### config.mk
export PLATFORM = sky130hd
export DESIGN_NAME = control_unit_flat
export DESIGN_NICKNAME = d
export VERILOG_FILES = /design/src/rtl/control_unit_if.sv /design/src/rtl/control_unit.sv /design/src/flat_wrapper.sv
export SDC_FILE = /design/constraint.sdc
export NUM_CORES = 1
export LEC_CHECK = 0
export BUFFER_PORTS_ARGS = -buffer_cell sky130_fd_sc_hd__buf_4
export CORE_UTILIZATION = 43
export CTS_CLUSTER_DIAMETER = 30
export DETAILED_ROUTE_END_ITERATION = 8
export HOLD_SLACK_MARGIN = 0.08
export PLACE_DENSITY = 0.77
export SYNTH_ARGS = -nofsm -noshare
export SYNTH_HDL_FRONTEND = slang
export SYNTH_SLANG_ARGS = --single-unit
### constraint.sdc
create_clock -name clk -period 1.8 [get_ports clk]
set_clock_uncertainty 0.2 [all_clocks]
set_input_delay 0.09 -clock clk [delete_from_list [all_inputs] [get_ports clk]]
set_output_delay 0.09 -clock clk [all_outputs]
set_load 0.005 [all_outputs]
### src/rtl/control_unit_if.sv
// Control bundle between the multicycle control FSM and the datapath.
// The slave side is the controller; the master side drives IR fields and the zero flag.
interface control_unit_if;
   logic [5:0] i_opcode;
   logic [5:0] i_funct;
   logic       i_zero;
   logic       o_reg_write;
   logic       o_pc_write;
   logic       o_mem_read;
   logic       o_mem_write;
   logic       o_ir_write;
   logic       o_reg_a_load;
   logic       o_reg_b_load;
   logic       o_alu_out_load;
   logic       o_alu_src_a;
   logic       o_alu_o_src;
   logic [1:0] o_reg_dst;
   logic [1:0] o_alu_src_b;
   logic [2:0] o_i_or_d;
   logic [2:0] o_pc_src;
   logic [2:0] o_alu_op;
   logic [3:0] o_mem_to_reg;
   logic       o_illegal_op;
   logic [4:0] o_state;

   modport master (
      output i_opcode, i_funct, i_zero,
      input  o_reg_write, o_pc_write, o_mem_read, o_mem_write, o_ir_write,
             o_reg_a_load, o_reg_b_load, o_alu_out_load, o_alu_src_a, o_alu_o_src,
             o_reg_dst, o_alu_src_b, o_i_or_d, o_pc_src, o_alu_op, o_mem_to_reg,
             o_illegal_op, o_state
   );

   modport slave (
      input  i_opcode, i_funct, i_zero,
      output o_reg_write, o_pc_write, o_mem_read, o_mem_write, o_ir_write,
             o_reg_a_load, o_reg_b_load, o_alu_out_load, o_alu_src_a, o_alu_o_src,
             o_reg_dst, o_alu_src_b, o_i_or_d, o_pc_src, o_alu_op, o_mem_to_reg,
             o_illegal_op, o_state
   );
endinterface

### src/rtl/control_unit.sv
// Multicycle MIPS-subset control FSM: one instruction in flight, one state per cycle
// except the memory read waits, which are stretched by a down-counter.
module control_unit #(
   parameter int unsigned MEM_WAIT_CYCLES = 1
) (
   input logic          clk,
   input logic          rst,
   control_unit_if.slave ctl
);
   typedef enum logic [4:0] {
      S_RESET = 5'd0,  S_FETCH0 = 5'd1,  S_FETCH1 = 5'd2,   S_FETCH2 = 5'd3,
      S_DECODE = 5'd4, S_R_EXEC = 5'd5,  S_R_WB = 5'd6,     S_ADDI_EXEC = 5'd7,
      S_ADDI_WB = 5'd8, S_MEM_ADDR = 5'd9, S_LW_READ0 = 5'd10, S_LW_READ1 = 5'd11,
      S_LW_WB = 5'd12, S_SW_WRITE = 5'd13, S_BRANCH = 5'd14, S_JUMP = 5'd15,
      S_JAL = 5'd16,   S_JR = 5'd17
   } state_t;

   localparam logic [1:0] WAIT_INIT = 2'(MEM_WAIT_CYCLES);

   state_t     r_state, w_next;
   logic [1:0] r_wait;

   logic       w_reg_write, w_pc_write, w_mem_read, w_mem_write, w_ir_write;
   logic       w_reg_a_load, w_reg_b_load, w_alu_out_load, w_alu_src_a, w_illegal_op;
   logic [1:0] w_reg_dst, w_alu_src_b;
   logic [2:0] w_i_or_d, w_pc_src, w_alu_op;
   logic [3:0] w_mem_to_reg;
   logic       w_is_rtype, w_r_alu, w_r_jr;

   assign w_is_rtype = (ctl.i_opcode == 6'h00);
   assign w_r_alu    = w_is_rtype && (ctl.i_funct == 6'h20 || ctl.i_funct == 6'h22 ||
                                      ctl.i_funct == 6'h24 || ctl.i_funct == 6'h2A);
   assign w_r_jr     = w_is_rtype && (ctl.i_funct == 6'h08);

   always_ff @(posedge clk or posedge rst) begin
      if (rst) begin
         r_state <= S_RESET;
         r_wait  <= 2'd0;
      end else begin
         r_state <= w_next;
         case (r_state)
            S_FETCH0, S_LW_READ0: r_wait <= WAIT_INIT;
            S_FETCH1, S_LW_READ1: r_wait <= r_wait - 2'd1;
            default:              r_wait <= r_wait;
         endcase
      end
   end

   always_comb begin
      w_next         = S_FETCH0;
      w_reg_write    = 1'b0;
      w_pc_write     = 1'b0;
      w_mem_read     = 1'b0;
      w_mem_write    = 1'b0;
      w_ir_write     = 1'b0;
      w_reg_a_load   = 1'b0;
      w_reg_b_load   = 1'b0;
      w_alu_out_load = 1'b0;
      w_alu_src_a    = 1'b0;
      w_illegal_op   = 1'b0;
      w_reg_dst      = 2'b00;
      w_alu_src_b    = 2'b00;
      w_i_or_d       = 3'b000;
      w_pc_src       = 3'b000;
      w_alu_op       = 3'b000;
      w_mem_to_reg   = 4'b0000;
      case (r_state)
         S_RESET: w_next = S_FETCH0;
         S_FETCH0: begin
            w_mem_read = 1'b1;
            w_next     = (WAIT_INIT == 2'd0) ? S_FETCH2 : S_FETCH1;
         end
         S_FETCH1: begin
            w_mem_read = 1'b1;
            w_next     = (r_wait <= 2'd1) ? S_FETCH2 : S_FETCH1;
         end
         S_FETCH2: begin
            w_ir_write  = 1'b1;
            w_pc_write  = 1'b1;
            w_alu_src_b = 2'b01;
            w_alu_op    = 3'b001;
            w_next      = S_DECODE;
         end
         S_DECODE: begin
            w_reg_a_load   = 1'b1;
            w_reg_b_load   = 1'b1;
            w_alu_src_b    = 2'b11;
            w_alu_op       = 3'b001;
            w_alu_out_load = 1'b1;
            case (ctl.i_opcode)
               6'h00: begin
                  if (w_r_alu)     w_next = S_R_EXEC;
                  else if (w_r_jr) w_next = S_JR;
                  else begin
                     w_illegal_op = 1'b1;
                     w_next       = S_FETCH0;
                  end
               end
               6'h08:        w_next = S_ADDI_EXEC;
               6'h23, 6'h2B: w_next = S_MEM_ADDR;
               6'h04, 6'h05: w_next = S_BRANCH;
               6'h02:        w_next = S_JUMP;
               6'h03:        w_next = S_JAL;
               default: begin
                  w_illegal_op = 1'b1;
                  w_next       = S_FETCH0;
               end
            endcase
         end
         S_R_EXEC: begin
            w_alu_src_a    = 1'b1;
            w_alu_out_load = 1'b1;
            case (ctl.i_funct)
               6'h22:   w_alu_op = 3'b010;
               6'h24:   w_alu_op = 3'b011;
               6'h2A:   w_alu_op = 3'b111;
               default: w_alu_op = 3'b001;
            endcase
            w_next = S_R_WB;
         end
         S_R_WB: begin
            w_reg_write  = 1'b1;
            w_reg_dst    = 2'b01;
            w_mem_to_reg = (ctl.i_funct == 6'h2A) ? 4'b0010 : 4'b0000;
         end
         S_ADDI_EXEC: begin
            w_alu_src_a    = 1'b1;
            w_alu_src_b    = 2'b10;
            w_alu_op       = 3'b001;
            w_alu_out_load = 1'b1;
            w_next         = S_ADDI_WB;
         end
         S_ADDI_WB: w_reg_write = 1'b1;
         S_MEM_ADDR: begin
            w_alu_src_a    = 1'b1;
            w_alu_src_b    = 2'b10;
            w_alu_op       = 3'b001;
            w_alu_out_load = 1'b1;
            w_next         = (ctl.i_opcode == 6'h23) ? S_LW_READ0 : S_SW_WRITE;
         end
         S_LW_READ0: begin
            w_mem_read = 1'b1;
            w_i_or_d   = 3'b001;
            w_next     = (WAIT_INIT == 2'd0) ? S_LW_WB : S_LW_READ1;
         end
         S_LW_READ1: begin
            w_mem_read = 1'b1;
            w_i_or_d   = 3'b001;
            w_next     = (r_wait <= 2'd1) ? S_LW_WB : S_LW_READ1;
         end
         S_LW_WB: begin
            w_reg_write  = 1'b1;
            w_mem_to_reg = 4'b0001;
         end
         S_SW_WRITE: begin
            w_mem_write = 1'b1;
            w_i_or_d    = 3'b001;
         end
         // Mealy: the branch decision follows the live zero flag.
         S_BRANCH: begin
            w_alu_src_a = 1'b1;
            w_alu_op    = 3'b010;
            w_pc_src    = 3'b001;
            w_pc_write  = ((ctl.i_opcode == 6'h04) &&  ctl.i_zero) ||
                          ((ctl.i_opcode == 6'h05) && !ctl.i_zero);
         end
         S_JUMP: begin
            w_pc_write = 1'b1;
            w_pc_src   = 3'b010;
         end
         S_JAL: begin
            w_pc_write   = 1'b1;
            w_pc_src     = 3'b010;
            w_reg_write  = 1'b1;
            w_reg_dst    = 2'b10;
            w_mem_to_reg = 4'b0011;
         end
         S_JR: begin
            w_alu_src_a = 1'b1;
            w_pc_write  = 1'b1;
         end
         default: w_next = S_FETCH0;
      endcase
   end

   assign ctl.o_reg_write    = w_reg_write;
   assign ctl.o_pc_write     = w_pc_write;
   assign ctl.o_mem_read     = w_mem_read;
   assign ctl.o_mem_write    = w_mem_write;
   assign ctl.o_ir_write     = w_ir_write;
   assign ctl.o_reg_a_load   = w_reg_a_load;
   assign ctl.o_reg_b_load   = w_reg_b_load;
   assign ctl.o_alu_out_load = w_alu_out_load;
   assign ctl.o_alu_src_a    = w_alu_src_a;
   assign ctl.o_alu_o_src    = 1'b0;
   assign ctl.o_reg_dst      = w_reg_dst;
   assign ctl.o_alu_src_b    = w_alu_src_b;
   assign ctl.o_i_or_d       = w_i_or_d;
   assign ctl.o_pc_src       = w_pc_src;
   assign ctl.o_alu_op       = w_alu_op;
   assign ctl.o_mem_to_reg   = w_mem_to_reg;
   assign ctl.o_illegal_op   = w_illegal_op;
   assign ctl.o_state        = r_state;
endmodule

### src/flat_wrapper.sv
// flat-port wrapper written by rule: the top's interface ports become plain ports
module control_unit_flat 
#(
   parameter int unsigned MEM_WAIT_CYCLES = 1
)
  (clk, rst, ctl_i_opcode, ctl_i_funct, ctl_i_zero, ctl_o_reg_write, ctl_o_pc_write, ctl_o_mem_read, ctl_o_mem_write, ctl_o_ir_write, ctl_o_reg_a_load, ctl_o_reg_b_load, ctl_o_alu_out_load, ctl_o_alu_src_a, ctl_o_alu_o_src, ctl_o_reg_dst, ctl_o_alu_src_b, ctl_o_i_or_d, ctl_o_pc_src, ctl_o_alu_op, ctl_o_mem_to_reg, ctl_o_illegal_op, ctl_o_state);
  control_unit_if ctl_i ();
  input logic clk;
  input logic rst;
  input wire logic [$bits(ctl_i.i_opcode)-1:0] ctl_i_opcode;
  input wire logic [$bits(ctl_i.i_funct)-1:0] ctl_i_funct;
  input wire logic [$bits(ctl_i.i_zero)-1:0] ctl_i_zero;
  output wire logic [$bits(ctl_i.o_reg_write)-1:0] ctl_o_reg_write;
  output wire logic [$bits(ctl_i.o_pc_write)-1:0] ctl_o_pc_write;
  output wire logic [$bits(ctl_i.o_mem_read)-1:0] ctl_o_mem_read;
  output wire logic [$bits(ctl_i.o_mem_write)-1:0] ctl_o_mem_write;
  output wire logic [$bits(ctl_i.o_ir_write)-1:0] ctl_o_ir_write;
  output wire logic [$bits(ctl_i.o_reg_a_load)-1:0] ctl_o_reg_a_load;
  output wire logic [$bits(ctl_i.o_reg_b_load)-1:0] ctl_o_reg_b_load;
  output wire logic [$bits(ctl_i.o_alu_out_load)-1:0] ctl_o_alu_out_load;
  output wire logic [$bits(ctl_i.o_alu_src_a)-1:0] ctl_o_alu_src_a;
  output wire logic [$bits(ctl_i.o_alu_o_src)-1:0] ctl_o_alu_o_src;
  output wire logic [$bits(ctl_i.o_reg_dst)-1:0] ctl_o_reg_dst;
  output wire logic [$bits(ctl_i.o_alu_src_b)-1:0] ctl_o_alu_src_b;
  output wire logic [$bits(ctl_i.o_i_or_d)-1:0] ctl_o_i_or_d;
  output wire logic [$bits(ctl_i.o_pc_src)-1:0] ctl_o_pc_src;
  output wire logic [$bits(ctl_i.o_alu_op)-1:0] ctl_o_alu_op;
  output wire logic [$bits(ctl_i.o_mem_to_reg)-1:0] ctl_o_mem_to_reg;
  output wire logic [$bits(ctl_i.o_illegal_op)-1:0] ctl_o_illegal_op;
  output wire logic [$bits(ctl_i.o_state)-1:0] ctl_o_state;
  assign ctl_i.i_opcode = ctl_i_opcode;
  assign ctl_i.i_funct = ctl_i_funct;
  assign ctl_i.i_zero = ctl_i_zero;
  assign ctl_o_reg_write = ctl_i.o_reg_write;
  assign ctl_o_pc_write = ctl_i.o_pc_write;
  assign ctl_o_mem_read = ctl_i.o_mem_read;
  assign ctl_o_mem_write = ctl_i.o_mem_write;
  assign ctl_o_ir_write = ctl_i.o_ir_write;
  assign ctl_o_reg_a_load = ctl_i.o_reg_a_load;
  assign ctl_o_reg_b_load = ctl_i.o_reg_b_load;
  assign ctl_o_alu_out_load = ctl_i.o_alu_out_load;
  assign ctl_o_alu_src_a = ctl_i.o_alu_src_a;
  assign ctl_o_alu_o_src = ctl_i.o_alu_o_src;
  assign ctl_o_reg_dst = ctl_i.o_reg_dst;
  assign ctl_o_alu_src_b = ctl_i.o_alu_src_b;
  assign ctl_o_i_or_d = ctl_i.o_i_or_d;
  assign ctl_o_pc_src = ctl_i.o_pc_src;
  assign ctl_o_alu_op = ctl_i.o_alu_op;
  assign ctl_o_mem_to_reg = ctl_i.o_mem_to_reg;
  assign ctl_o_illegal_op = ctl_i.o_illegal_op;
  assign ctl_o_state = ctl_i.o_state;
  control_unit #(.MEM_WAIT_CYCLES(MEM_WAIT_CYCLES)) u_core (.clk(clk), .rst(rst), .ctl(ctl_i));
endmodule
**Word level (Yosys, flattened, before mapping)**

Index checks and enable logic that the tools add are counted.

- Register bits after elaboration: 7
- Latch bits: 0
- Bits in writable memories: 0
- Memory bits (read-only): 0
- Bits of input ports: 15
- Output and inout bits: 33
- Logic and storage cells: 86
- Memories kept: 0

- Add/sub/neg operators: 1
- Multipliers: 0
- Div/mod/pow operators: 0
- $lt $le $gt $ge: 1
- Equal/unequal tests: 29
- Shift operators: 0
- Mux-type cells: 28
- Bitwise logic cells: 0
- Reductions and logical operators: 25

Operators by type and width:

| operator | count |
|---|---|
| $pmux 5 s9 | 1 |
| $eq 5x4->1 const B | 8 |
| $eq 6x6->1 const B | 6 |
| $pmux 5 s6 | 1 |
| $eq 5x3->1 const B | 4 |
| $reduce_or 4->1 | 5 |
| $pmux 3 s3 | 2 |
| $eq 6x2->1 const B | 2 |
| $eq 6x3->1 const B | 2 |
| $eq 6x4->1 const B | 2 |
| $mux 1 | 12 |
| $pmux 2 s2 | 3 |
| $pmux 4 s3 | 1 |
| $reduce_or 2->1 | 6 |
| $eq 5x2->1 const B | 2 |
| $eq 5x5->1 const B | 2 |
| $mux 5 | 2 |
| $reduce_or 7->1 | 1 |
| $logic_not 6->1 | 1 |
| $mux 3 | 2 |
| $pmux 2 s3 | 1 |
| $eq 5x1->1 const B | 1 |
| $reduce_or 5->1 | 1 |
| $logic_and 1x1->1 | 4 |
| 8 further kinds | 12 |

**Longest topological paths before layout**

- Depth after elaboration: 8
- Mapped depth: 6
- Depth with buffers taken out: 6

**Worst setup path after synthesis**

Ideal clock, no wire load.

- Path type: register -> register
- From: register u_core.r_state[4], in the netlist u_core.ctl.o_state[4]
- To: register u_core.r_state[1], in the netlist u_core.ctl.o_state[1]
- Library setup time: 90 ps
- Arrival: 1,427 ps
- Required time: 1,510 ps
- Path slack: 82 ps
- Stages on the path, launching flop included: 5
- Buffers on the path: 0
- Clock period less this slack: 1,718 ps
- Cell sequence: dfrtp_1 -> or4b_4 -> nor4_2 -> a21oi_1 -> o221ai_1

- Cells in the longest elaborated chain, start to end: 2
- Elaborated cells between the ends (all ways): 10
- Classes of those cells: 9 x eq/ne; 1 x mux

RTL lines:

| item | RTL line | text |
|---|---|---|
| from (decl) | control_unit.sv:20 | `state_t r_state, w_next;` |
| from (signal assigned) | control_unit.sv:40 | `r_state <= w_next;` |
| $eq 5x4->1, or another cell as far along | control_unit.sv:67 | `case (r_state)` |
| $pmux 5 s9 * | control_unit.sv:67 |  |
| named net u_core.w_next[1] | control_unit.sv:20 |  |

The timed path passes the listed nets; every way through them passes the cells marked *.
A chain may end at the register's enable or synchronous reset.

**Worst setup path in the final report**

- From: register u_core.r_state[3], in the netlist u_core.ctl.o_state[3]
- To: register u_core.r_state[1], in the netlist u_core.ctl.o_state[1]

The elaborated chain is that of the path after synthesis.

==> results.ini <==
[status]
status = finished, violations left
violations = setup timing

[timing]
rsz0062_at_grt = yes
worst_pin_slew_ps = 546
finalSetupTns_ps = -282
setup_viol = 11
fmax_mhz = 529
hold_violations = 0
slew_headroom_pct = 63.5
setup_ws_ps = -89.6
report.final.slew_viol_count = 0
fin_crit_sh_pct = 105
period_needed_ps = 1890

[synth]
avgSynthCellArea_sq_um = 7.04
syn_inst = 154
synthFlopType = dfrtp_1
synth-edff-count = 0
netlist_area_sq_um = 1080
yosys.area.top_type = dfrtp_1
yosys-top-cells-area = dfrtp_1 16%, nor2_1 6.2%, buf_4 5.5%, nor3_1 4.2%, a21oi_1 3.7%
ys.warnings.count = 0
synth_cell_types = 48
yosysTopAreaCellShare_pct = 16.1
ys_seq_elements = 7
ys_seq_area_share_pct = 16.1
async_flop_share_pct = 100

[place]
hpwl_microns = 2500
portBuffers = 41
post-place-ws_ps = 62.3
dp_cells = 221
post_dp_cell_area_sq_um = 1430
gp_congestion = 0.914

[setup_path]
end_kind = flop
critPathLaunchType = flop
cp_max_fo = 7
crit_type = flop to flop
crit_start = u_core.ctl.o_state[3]
worstReg2RegStart = u_core.ctl.o_state[3]
cp.arrival_ps = 1850
crit_required_ps = 1760

[grt]
grt_pass1_vias = 1231
track_usage_pct = 26.3
grt_max_degree = 18
grt_pass1_wl_microns = 5360
overflow = 0
grt_antenna_before_repair = 0

[route]
vias = 1509
drt-pass1-iter-count = 4
routedWlPerCell_microns = 17.5
vias_per_cell = 6.08
routed_wl_microns = 4350
post-route-drc-count = 0
postRouteAntennaNets = 0
dr.first_iter.drc_count = 71

[cells_and_area]
layout-drive-gt1-share_pct = 48.6
fin_nets = 237
diodes = 0
seqCellArea_sq_um = 179
final_cell_mix = 61 x buf_4, 15 x nor2_1, 8 x nand2_1, 8 x a21oi_1
final_common_cell = buf_4
fin_area_sq_um = 1840
layout.cells.non_filler = 248
syn_to_final_growth_pct = 69.5
multiInputGateArea_sq_um = 931
fillCellCount = 151

[die]
rows = 17
initial_core_util_pct = 47.2
die_area_sq_um = 2730
die_y_microns = 52.2
ios = 48
core_area_sq_um = 2300
die_width_microns = 52.2

[power_and_ir_drop]
p_per_area_nw_per_um2 = 1310
vdd_ir_drop_max_mv = 1.21
total_power_mw = 2.42
leakage_nw = 0.832

[cts]
cts_hold_buf = 5
clk_path_buf_depth = 2
numCtsBuffers = 3
clk_latency_ps = 260
tritoncts = built
cts.sinks = 7
cts_max_level = 1
path_clk_slew_ps = 50
clock-root-buffer = clkbuf_4

[hold_path]
min_from = ctl_i_funct[5]
hold_class = input pin to flop

[job]
drv_cap = 0

==> logic make-up after synthesis <==
group	share of synthesized area [%]
adder cells (fa/ha/maj)	1.15
AO/OA/AOI/OAI	28.0
XOR/XNOR	2.42
buffers and inverters	11.5
other	0.346
multiplexers	1.85
flip-flops	16.1
AND/OR/NAND/NOR	38.5
==> sequential cells by signal, summed over array words and instances (netlist names) <==
| register | flops |
|---|---|
| u_core.ctl.o_state | 5 |
| u_core.r_wait | 2 |
==> layer usage <==
metal	vias to the layer above	wire length (microns)	share of wire [%]	GRT usage [%]
li1	687	-	-	-
met2	97	2160	50	43.8
met1	709	1710	39	33.8
met3	16	389	9.0	2.90
met4	0	87	2.0	12.3
met5	-	0	0	0
==> worst max-delay path, stage by stage, from the launching register on <==
cell	delay [ps]
dfrtp_2	450
or4b_4	530
nor3_1	250
a21oi_1	170
o221ai_1	200
==> report_power, final <==
group | switching (mW) | internal (mW) | leakage (nW) | total [mW]
Combinational | 0.942 | 1.03 | 0.732 | 1.97
Clock | 0.0627 | 0.0849 | 0.0150 | 0.148
Sequential | 0.0780 | 0.221 | 0.0849 | 0.299
Total | 1.08 | 1.33 | 0.832 | 2.42
==> stage by stage <==
step	utilization, %	hold WS, ps
finish	80.1	12.0
global route	80.1	40.6
CTS	69.5	-2.91
detailed placement	62.3	-159
global placement	62.3	-165
floorplan	-	-307
==> cell type report <==
class,count,area share (%)
clock buffer,4,1.43
inverter,6,1.43
multi-input combinational,129,50.6
sequential,7,9.73
tap,28,1.90
timing repair buffer,74,34.9
==> cell usage after synthesis, types with 2 or more instances <==
cell,count
dfrtp_1,7
a211oi_1,5
o32a_1,2
inv_1,6
nor2_1,18
a31o_2,2
or3_1,2
nand3_1,4
nor2b_1,5
o21ai_1,2
nor4_1,4
nand4b_1,2
mux2i_1,2
o21a_1,5
nand2b_1,6
xnor2_1,2
a21o_1,3
a32oi_1,3
clkbuf_1,7
nand2_1,10
a21oi_1,8
o21ai_0,4
or2_2,3
and3b_1,2
nor3_1,9
nand3b_1,2
buf_4,8
==> final timing paths <==
path	to	cells past startpoint	slack (ps)
min reg2reg	u_core.r_wait[0]	1	300
min in group asynchronous	u_core.r_wait[0]	3	130
max in group asynchronous	u_core.ctl.o_state[2]	3	1020
min	u_core.ctl.o_state[4]	4	10
max reg2reg	u_core.ctl.o_state[1]	4	-90
max	u_core.ctl.o_state[1]	4	-90
==> what timing repair did <==
action,4_1_cts,5_1_grt
hold endpoints to repair,9,1
resized for setup,12,27
setup endpoints to repair,12,20
pin swaps,1,9
buffers inserted,6,9
gates cloned,0,3
Power figures use the tool's default switching activity.
